**src/rtl/mandelbrot_engine_scheduler_if.sv**
```systemverilog
// Handshake bundle between the engine scheduler, its depth-engine pool and the pixel sink.
// master = scheduler side, slave = engines + downstream packer.
interface mandelbrot_engine_scheduler_if #(
    parameter int unsigned NUM_ENGINES = 4,
    parameter int unsigned COLOR_W     = 24
);
    localparam int unsigned CRD_W = 11;

    logic                           enable;
    logic [NUM_ENGINES-1:0]         eng_start;
    logic [CRD_W-1:0]               eng_x;
    logic [CRD_W-1:0]               eng_y;
    logic [NUM_ENGINES-1:0]         eng_done;
    logic [NUM_ENGINES*COLOR_W-1:0] eng_color;
    logic [COLOR_W-1:0]             pix_color;
    logic                           pix_valid;
    logic                           pix_ready;
    logic                           pix_sof;
    logic                           pix_eol;
    logic                           frame_done;
    logic                           err;

    modport master (
        input  enable, eng_done, eng_color, pix_ready,
        output eng_start, eng_x, eng_y, pix_color, pix_valid, pix_sof, pix_eol, frame_done, err
    );

    modport slave (
        output enable, eng_done, eng_color, pix_ready,
        input  eng_start, eng_x, eng_y, pix_color, pix_valid, pix_sof, pix_eol, frame_done, err
    );
endinterface

```
**src/rtl/mandelbrot_engine_scheduler.sv**
```systemverilog
// Round-robin dispatcher for a pool of escape-time engines; retires colours in raster order
// onto a valid/ready pixel stream with start-of-frame / end-of-line flags.
module mandelbrot_engine_scheduler #(
    parameter int unsigned NUM_ENGINES = 4,
    parameter int unsigned X_SIZE      = 640,
    parameter int unsigned Y_SIZE      = 480,
    parameter int unsigned COLOR_W     = 24
) (
    input  logic                                 out_stream_aclk,
    input  logic                                 reset,
    mandelbrot_engine_scheduler_if.master        bus
);
    localparam int unsigned PTR_W = (NUM_ENGINES > 1) ? $clog2(NUM_ENGINES) : 1;
    localparam int unsigned CRD_W = 11;
    localparam logic [PTR_W-1:0] PTR_LAST = PTR_W'(NUM_ENGINES - 1);
    localparam logic [CRD_W-1:0] X_LAST   = CRD_W'(X_SIZE - 1);
    localparam logic [CRD_W-1:0] Y_LAST   = CRD_W'(Y_SIZE - 1);

    typedef enum logic [1:0] {SLOT_FREE, SLOT_BUSY, SLOT_DONE} slot_e;

    slot_e              slot_q [NUM_ENGINES];
    slot_e              slot_d [NUM_ENGINES];
    logic [COLOR_W-1:0] hold_q [NUM_ENGINES];
    logic [COLOR_W-1:0] hold_d [NUM_ENGINES];

    logic [PTR_W-1:0]       d_q, d_d, r_q, r_d;
    logic [CRD_W-1:0]       xd_q, xd_d, yd_q, yd_d;
    logic [CRD_W-1:0]       xr_q, xr_d, yr_q, yr_d;
    logic [CRD_W-1:0]       eng_x_q, eng_x_d, eng_y_q, eng_y_d;
    logic [NUM_ENGINES-1:0] start_q, start_d;
    logic                   frame_done_q, frame_done_d;
    logic                   err_q, err_d;

    logic               dispatch_c;
    logic               retire_c;
    logic               pix_valid_c;
    logic [COLOR_W-1:0] pix_color_c;

    // Decode the slots addressed by the dispatch and retire pointers.
    always_comb begin
        pix_valid_c = 1'b0;
        pix_color_c = '0;
        dispatch_c  = 1'b0;
        for (int i = 0; i < NUM_ENGINES; i++) begin
            if (r_q == PTR_W'(i)) begin
                pix_valid_c = (slot_q[i] == SLOT_DONE);
                pix_color_c = hold_q[i];
            end
            if (d_q == PTR_W'(i)) begin
                dispatch_c = bus.enable && (slot_q[i] == SLOT_FREE);
            end
        end
        retire_c = pix_valid_c && bus.pix_ready;
    end

    // Next state. Dispatch, capture and retire need FREE, BUSY and DONE respectively,
    // so at most one of them touches any slot in a given cycle.
    always_comb begin
        slot_d       = slot_q;
        hold_d       = hold_q;
        d_d          = d_q;
        r_d          = r_q;
        xd_d         = xd_q;
        yd_d         = yd_q;
        xr_d         = xr_q;
        yr_d         = yr_q;
        eng_x_d      = eng_x_q;
        eng_y_d      = eng_y_q;
        start_d      = '0;
        frame_done_d = 1'b0;
        err_d        = err_q;

        for (int i = 0; i < NUM_ENGINES; i++) begin
            if (bus.eng_done[i]) begin
                if (slot_q[i] == SLOT_BUSY) begin
                    slot_d[i] = SLOT_DONE;
                    hold_d[i] = bus.eng_color[i*COLOR_W +: COLOR_W];
                end else begin
                    err_d = 1'b1;
                end
            end
            if (dispatch_c && (d_q == PTR_W'(i))) begin
                slot_d[i]  = SLOT_BUSY;
                start_d[i] = 1'b1;
            end
            if (retire_c && (r_q == PTR_W'(i))) begin
                slot_d[i] = SLOT_FREE;
            end
        end

        if (dispatch_c) begin
            eng_x_d = xd_q;
            eng_y_d = yd_q;
            d_d     = (d_q == PTR_LAST) ? '0 : d_q + PTR_W'(1);
            if (xd_q == X_LAST) begin
                xd_d = '0;
                yd_d = (yd_q == Y_LAST) ? '0 : yd_q + CRD_W'(1);
            end else begin
                xd_d = xd_q + CRD_W'(1);
            end
        end

        if (retire_c) begin
            r_d          = (r_q == PTR_LAST) ? '0 : r_q + PTR_W'(1);
            frame_done_d = (xr_q == X_LAST) && (yr_q == Y_LAST);
            if (xr_q == X_LAST) begin
                xr_d = '0;
                yr_d = (yr_q == Y_LAST) ? '0 : yr_q + CRD_W'(1);
            end else begin
                xr_d = xr_q + CRD_W'(1);
            end
        end
    end

    always_ff @(posedge out_stream_aclk or posedge reset) begin
        if (reset) begin
            for (int i = 0; i < NUM_ENGINES; i++) begin
                slot_q[i] <= SLOT_FREE;
                hold_q[i] <= '0;
            end
            d_q          <= '0;
            r_q          <= '0;
            xd_q         <= '0;
            yd_q         <= '0;
            xr_q         <= '0;
            yr_q         <= '0;
            eng_x_q      <= '0;
            eng_y_q      <= '0;
            start_q      <= '0;
            frame_done_q <= 1'b0;
            err_q        <= 1'b0;
        end else begin
            slot_q       <= slot_d;
            hold_q       <= hold_d;
            d_q          <= d_d;
            r_q          <= r_d;
            xd_q         <= xd_d;
            yd_q         <= yd_d;
            xr_q         <= xr_d;
            yr_q         <= yr_d;
            eng_x_q      <= eng_x_d;
            eng_y_q      <= eng_y_d;
            start_q      <= start_d;
            frame_done_q <= frame_done_d;
            err_q        <= err_d;
        end
    end

    assign bus.eng_start  = start_q;
    assign bus.eng_x      = eng_x_q;
    assign bus.eng_y      = eng_y_q;
    assign bus.pix_valid  = pix_valid_c;
    assign bus.pix_color  = pix_color_c;
    assign bus.pix_sof    = (xr_q == '0) && (yr_q == '0);
    assign bus.pix_eol    = (xr_q == X_LAST);
    assign bus.frame_done = frame_done_q;
    assign bus.err        = err_q;

endmodule
```
**src/flat_wrapper.sv**
```systemverilog
// flat-port wrapper written by rule: the top's interface ports become plain ports
module mandelbrot_engine_scheduler_flat 
#(
    parameter int unsigned NUM_ENGINES = 4,
    parameter int unsigned X_SIZE      = 640,
    parameter int unsigned Y_SIZE      = 480,
    parameter int unsigned COLOR_W     = 24
)
  (out_stream_aclk, reset, bus_enable, bus_eng_done, bus_eng_color, bus_pix_ready, bus_eng_start, bus_eng_x, bus_eng_y, bus_pix_color, bus_pix_valid, bus_pix_sof, bus_pix_eol, bus_frame_done, bus_err);
  mandelbrot_engine_scheduler_if #(.NUM_ENGINES(NUM_ENGINES), .COLOR_W(COLOR_W)) bus_i ();
  input  logic out_stream_aclk;
  input  logic reset;
  input wire logic [$bits(bus_i.enable)-1:0] bus_enable;
  input wire logic [$bits(bus_i.eng_done)-1:0] bus_eng_done;
  input wire logic [$bits(bus_i.eng_color)-1:0] bus_eng_color;
  input wire logic [$bits(bus_i.pix_ready)-1:0] bus_pix_ready;
  output wire logic [$bits(bus_i.eng_start)-1:0] bus_eng_start;
  output wire logic [$bits(bus_i.eng_x)-1:0] bus_eng_x;
  output wire logic [$bits(bus_i.eng_y)-1:0] bus_eng_y;
  output wire logic [$bits(bus_i.pix_color)-1:0] bus_pix_color;
  output wire logic [$bits(bus_i.pix_valid)-1:0] bus_pix_valid;
  output wire logic [$bits(bus_i.pix_sof)-1:0] bus_pix_sof;
  output wire logic [$bits(bus_i.pix_eol)-1:0] bus_pix_eol;
  output wire logic [$bits(bus_i.frame_done)-1:0] bus_frame_done;
  output wire logic [$bits(bus_i.err)-1:0] bus_err;
  assign bus_i.enable = bus_enable;
  assign bus_i.eng_done = bus_eng_done;
  assign bus_i.eng_color = bus_eng_color;
  assign bus_i.pix_ready = bus_pix_ready;
  assign bus_eng_start = bus_i.eng_start;
  assign bus_eng_x = bus_i.eng_x;
  assign bus_eng_y = bus_i.eng_y;
  assign bus_pix_color = bus_i.pix_color;
  assign bus_pix_valid = bus_i.pix_valid;
  assign bus_pix_sof = bus_i.pix_sof;
  assign bus_pix_eol = bus_i.pix_eol;
  assign bus_frame_done = bus_i.frame_done;
  assign bus_err = bus_i.err;
  mandelbrot_engine_scheduler #(.NUM_ENGINES(NUM_ENGINES), .X_SIZE(X_SIZE), .Y_SIZE(Y_SIZE), .COLOR_W(COLOR_W)) u_core (.out_stream_aclk(out_stream_aclk), .reset(reset), .bus(bus_i));
endmodule
```
**config.mk**
```make
export PLATFORM = sky130hd
export DESIGN_NAME = mandelbrot_engine_scheduler_flat
export DESIGN_NICKNAME = d
export VERILOG_FILES = /design/src/rtl/mandelbrot_engine_scheduler_if.sv /design/src/rtl/mandelbrot_engine_scheduler.sv /design/src/flat_wrapper.sv
export SDC_FILE = /design/constraint.sdc
export NUM_CORES = 1
export LEC_CHECK = 0
export ABC_CLOCK_PERIOD_IN_PS = 7700
export CAP_MARGIN = 15
export CORE_UTILIZATION = 49
export DETAILED_ROUTE_END_ITERATION = 12
export GPL_TIMING_DRIVEN = 0
export PLACE_DENSITY = 0.76
export SLEW_MARGIN = 40
export SYNTH_ARGS = -nofsm -noshare
export SYNTH_HDL_FRONTEND = slang
export SYNTH_SLANG_ARGS = --single-unit
```
**constraint.sdc**
```tcl
create_clock -name out_stream_aclk -period 7.7 [get_ports out_stream_aclk]
set_input_delay 1.54 -clock out_stream_aclk [delete_from_list [all_inputs] [get_ports out_stream_aclk]]
set_output_delay 1.54 -clock out_stream_aclk [all_outputs]
set_load 0.05 [all_outputs]
```
Yosys cells after proc, flatten, opt, wreduce, memory -nomap -nowiden. Index checks and enable logic that the tools add are counted.

Word-level logic and storage cells: 131. Output and inout port bits: 55. Flip-flop bits (word level): 180. Bits of input ports: 104.

Equal/unequal tests: 18. Reduce and logical (&&, ||, !) cells: 41. Muxes and demuxes: 47. Add/sub/neg operators: 6.

Operators with widths (count): $mux 24 (4); $add 11x1->11 const B (4); $mux 11 (4); $mux 2 (18); $reduce_bool 3->1 (8); $eq 11x10->1 const B (2); $eq 11x9->1 const B (2); $logic_not 11->1 (2); $mux 1 (21); $reduce_and 2->1 (10); $eq 2x2->1 const B (8); $logic_and 1x1->1 (15); $eq 2x1->1 const B (6); $logic_not 2->1 (6); $add 2x1->2 const B (2).

Depth between registers and ports, before layout.
Depth after elaboration: 9. Depth in mapped cells: 10.

Least setup slack after synthesis. No wires, ideal clock.

Path kind: reg-to-output. Start: register u_core.r_q[0]. End: output port bus_pix_color[0]. Stages on the path, launching flop included: 9. Required time: 6.160 ns. Arrival time: 2.425 ns. Path buffers: 2. Slack: 3.735 ns. Path through: dfrtp_1 > inv_1 > ha_1 > buf_2 > clkbuf_1 > nand3b_1 > a21oi_1 > a21oi_1 > o21ai_0.

Word-level cells in the longest chain between the ends: 5. Elaborated cells between the ends (all ways): 8. Classes of those cells: eq/ne: 3; mux: 4; reduce/logical: 1.

RTL lines: start: declaration (line mandelbrot_engine_scheduler.sv:26) `logic [PTR_W-1:0] d_q, d_d, r_q, r_d;`; start signal: assignment (line mandelbrot_engine_scheduler.sv:136) `r_q <= r_d;`; $logic_not 2->1 (line mandelbrot_engine_scheduler.sv:45) `if (r_q == PTR_W'(i)) begin`; $mux 24 (3 in a row) (line mandelbrot_engine_scheduler.sv:45); $mux 24 (*) (line mandelbrot_engine_scheduler.sv:45); end: declaration (line flat_wrapper.sv:20) `output wire logic [$bits(bus_i.pix_color)-1:0] bus_pix_color;`.

Every way passes the cells marked *; elsewhere a longest branch is shown, timed or not.

Worst setup path in the final report.
Start: register u_core.r_q[0]. End: output port bus_pix_color[8].

The elaborated chain is that of the path after synthesis.

==> out/results.ini <==
[floorplan]
coreArea_um2 = 16600
die_x_um = 133
placementRows = 47
io_pins = 159
dieArea_um2 = 17700
die_y_um = 133
initial_core_util_pct = 50.4

[worst_setup_path]
reg2reg_slack_ns = 5.31
critPathArrivalTime_ns = 3.38
required_ns = 6.16
cp_max_fo = 10
critPathKind = register to output port
cp-start-kind = register
cp-end-kind = output port

[min_path]
hold_path.class = register to register

[timing]
tightest_slew_ns = 0.808
setup_viol = 0
period_minus_slack_ns = 4.92
max_freq_mhz = 203
final_hold_viol_count = 0
min_period_over_period_pct = 63.9
clock_skew_ns = 0.00748
final_max_slew_viol_count = 0
max_slew_margin_pct = 45.6
rsz0062_at_grt = no

[job]
maxCapViolCount = 0

[detailed_routing]
routed_wirelength_mm = 20.6
drtPass1Iterations = 4
via_count = 6516
drtIter0Drc = 428
drtAntennaViolNets = 0
drc = 0
viasPerCell = 5.44
wl_per_cell_um = 17.2

[power]
p_leak_nw = 4.74
power.total_mw = 4.08
cellPowerDensity_nw_per_um2 = 376
peakVddDrop_v = 0.000303

[finish]
final_cell_area_um2 = 10900
fill_cells = 1342
synthToLayoutAreaGrowth_pct = 29.5
stdcell_count = 1197
drive_above_1_share_pct = 15.3
nets = 1082

[global_routing]
antenna_found_initial = 1
grt_pass1_wl_mm = 33.3
grt_pass1_vias = 6407
grt_overflow = 0
grt_max_degree = 79
grt.total_usage_pct = 24.5

[clock_network]
cts.sinks = 180
clkLatencyLatePin_ns = 0.43
holdBufCountCts = 0
cts-buffers-inserted = 17
post_cts_buffers = 0
clockBufferDepth = 2
cts_tree = yes
cts_resized = 0
clk_pin_slew_ns = 0.06
clockRootBuffer = clkbuf_16
htreeDepth = 4

[logic_synthesis]
syn-cell-area_um2 = 8390
ys_types = 54
synth_edf_count = 0
ys_ff_latch = 180
synth-seq-area-share_pct = 53.7
synthFlopType = dfrtp_1
synth.most_common_cell = dfrtp_1
ys.warnings.count = 0
synthTopCellsByCount = dfrtp_1, nand2_1, mux2_2
synthCells = 785
yosys.area.top_type_share_pct = 53.7
synth_nets = 903
postSynthAreaPerCell_um2 = 10.7
synth_top_cell_by_area = dfrtp_1
synthTopCellsByArea = dfrtp_1, mux2_2, nand2_1
postSynth.asyncResetShare_pct = 100

[outcome]
run_status = finished clean

[placement]
dpl.cell_count = 1165
dpl_cell_area_um2 = 10300
port_buffers = 158
dp_hpwl_mm = 15.0
gp_congestion = 0.847

==> area by class of cell <==
cell class	instances	area (um^2)	area share, %
Buffer	42	178	1.63
Timing Repair Buffer	160	1640	15.1
Antenna cell	1	2.50	0.0230
Inverter	14	60.1	0.553
Clock buffer	22	474	4.36
Sequential cell	180	4500	41.4
Multi-Input combinational cell	549	3660	33.7
Clock inverter	9	80.1	0.737
Tap cell	220	275	2.53
==> where the power goes <==
part,internal [mW],total (mW),switching (mW),leakage [nW]
sequential,1.26,1.45,0.192,2.28
combinational,0.711,1.81,1.10,2.20
clock,0.467,0.823,0.356,0.264
total,2.44,4.08,1.65,4.74
==> critical path, cell delays in order (launching register included) <==
cell,delay [ns]
dfrtp_1,0.43
inv_1,0.10
ha_1,0.14
buf_2,0.20
clkbuf_1,0.44
nand3b_1,0.13
a21oi_1,0.25
a21oi_1,0.08
o21ai_0,0.31
clkdlybuf4s50_1,0.87
==> cell families after synthesis <==
| logic type | after synthesis | synth area share, % |
|---|---|---|
| AO/OA/AOI/OAI | 149 | 10.2 |
| XOR/XNOR | 18 | 1.88 |
| adder cells (fa/ha/maj) | 14 | 2.09 |
| buffers and inverters | 56 | 2.74 |
| flip-flops | 180 | 53.7 |
| multiplexers | 98 | 13.2 |
| AND/OR/NAND/NOR | 270 | 16.3 |
==> path summary, 6_finish.rpt <==
kind                                       end  cells past startpoint                start
hold reg to reg            u_core.bus.eng_x[2]                      2  u_core.bus.eng_x[2]
min in group asynchronous    u_core.hold_q[50]                      2                reset
max in group asynchronous       u_core.yr_q[7]                      3                reset
setup reg to reg           u_core.bus.eng_x[0]                      9        u_core.d_q[0]
setup / recovery              bus_pix_color[8]                      9        u_core.r_q[0]
hold / removal             u_core.bus.eng_x[2]                      2  u_core.bus.eng_x[2]
==> metrics by stage <==
| step | TNS, ns | hold slack, ns | utilization (%) | worst slack, ns |
|---|---|---|---|---|
| 2_1_floorplan | 0 | 0.446 | - | 1.27 |
| 3_3_place_gp | -210.84 | 0.453 | 61.6 | -1.18 |
| 3_5_place_dp | 0 | 0.455 | 62.0 | 3.30 |
| 4_1_cts | 0 | 0.469 | 65.3 | 2.83 |
| 5_1_grt | 0 | 0.492 | 65.3 | 2.53 |
| 6_report | 0 | 0.465 | 65.3 | 2.78 |
==> per-layer routing <==
metal | share of wire, % | up-vias | track usage (%)
li1 | - | 3102 | -
met1 | 44 | 3175 | 31.5
met2 | 47 | 197 | 39.2
met3 | 5.9 | 42 | 5.48
met4 | 3.3 | 0 | 11.6
met5 | 0 | - | 0
==> cell usage in the layout (no fill, tap or decap), types with 3 or more instances in the layout <==
cell type / netlist / final
nor3_1: 10 / 10
clkbuf_16: 0 / 17
clkbuf_8: 0 / 3
mux2_2: 98 / 98
buf_2: 7 / 7
xor2_1: 10 / 10
nor4_1: 3 / 3
clkdlybuf4s50_1: 0 / 158
xnor2_1: 8 / 8
nand4_1: 7 / 7
inv_1: 14 / 13
o41ai_1: 4 / 4
a31oi_1: 3 / 3
clkinvlp_4: 0 / 4
nand3_1: 15 / 15
a21oi_1: 61 / 61
nand2_1: 140 / 140
dfrtp_1: 180 / 180
nand3b_1: 32 / 32
o21ai_0: 51 / 51
and2_1: 3 / 3
and3_1: 11 / 11
clkinv_2: 0 / 4
clkbuf_1: 32 / 34
nor2_1: 18 / 18
and4_1: 3 / 3
ha_1: 14 / 14
o31ai_1: 11 / 11
a211oi_1: 3 / 3
nand2b_1: 5 / 5
or3_1: 5 / 5
nor2b_1: 4 / 4
==> flip-flops by register name, indices dropped and copies added (netlist names) <==
signal	count
u_core.bus.err	1
u_core.yd_q	11
u_core.xr_q	11
u_core.yr_q	11
u_core.xd_q	11
u_core.bus.eng_start	4
u_core.bus.frame_done	1
u_core.slot_q	8
u_core.d_q	2
u_core.r_q	2
u_core.bus.eng_y	11
u_core.bus.eng_x	11
u_core.hold_q	96
No activity file was read; power rests on OpenSTA's default activity.
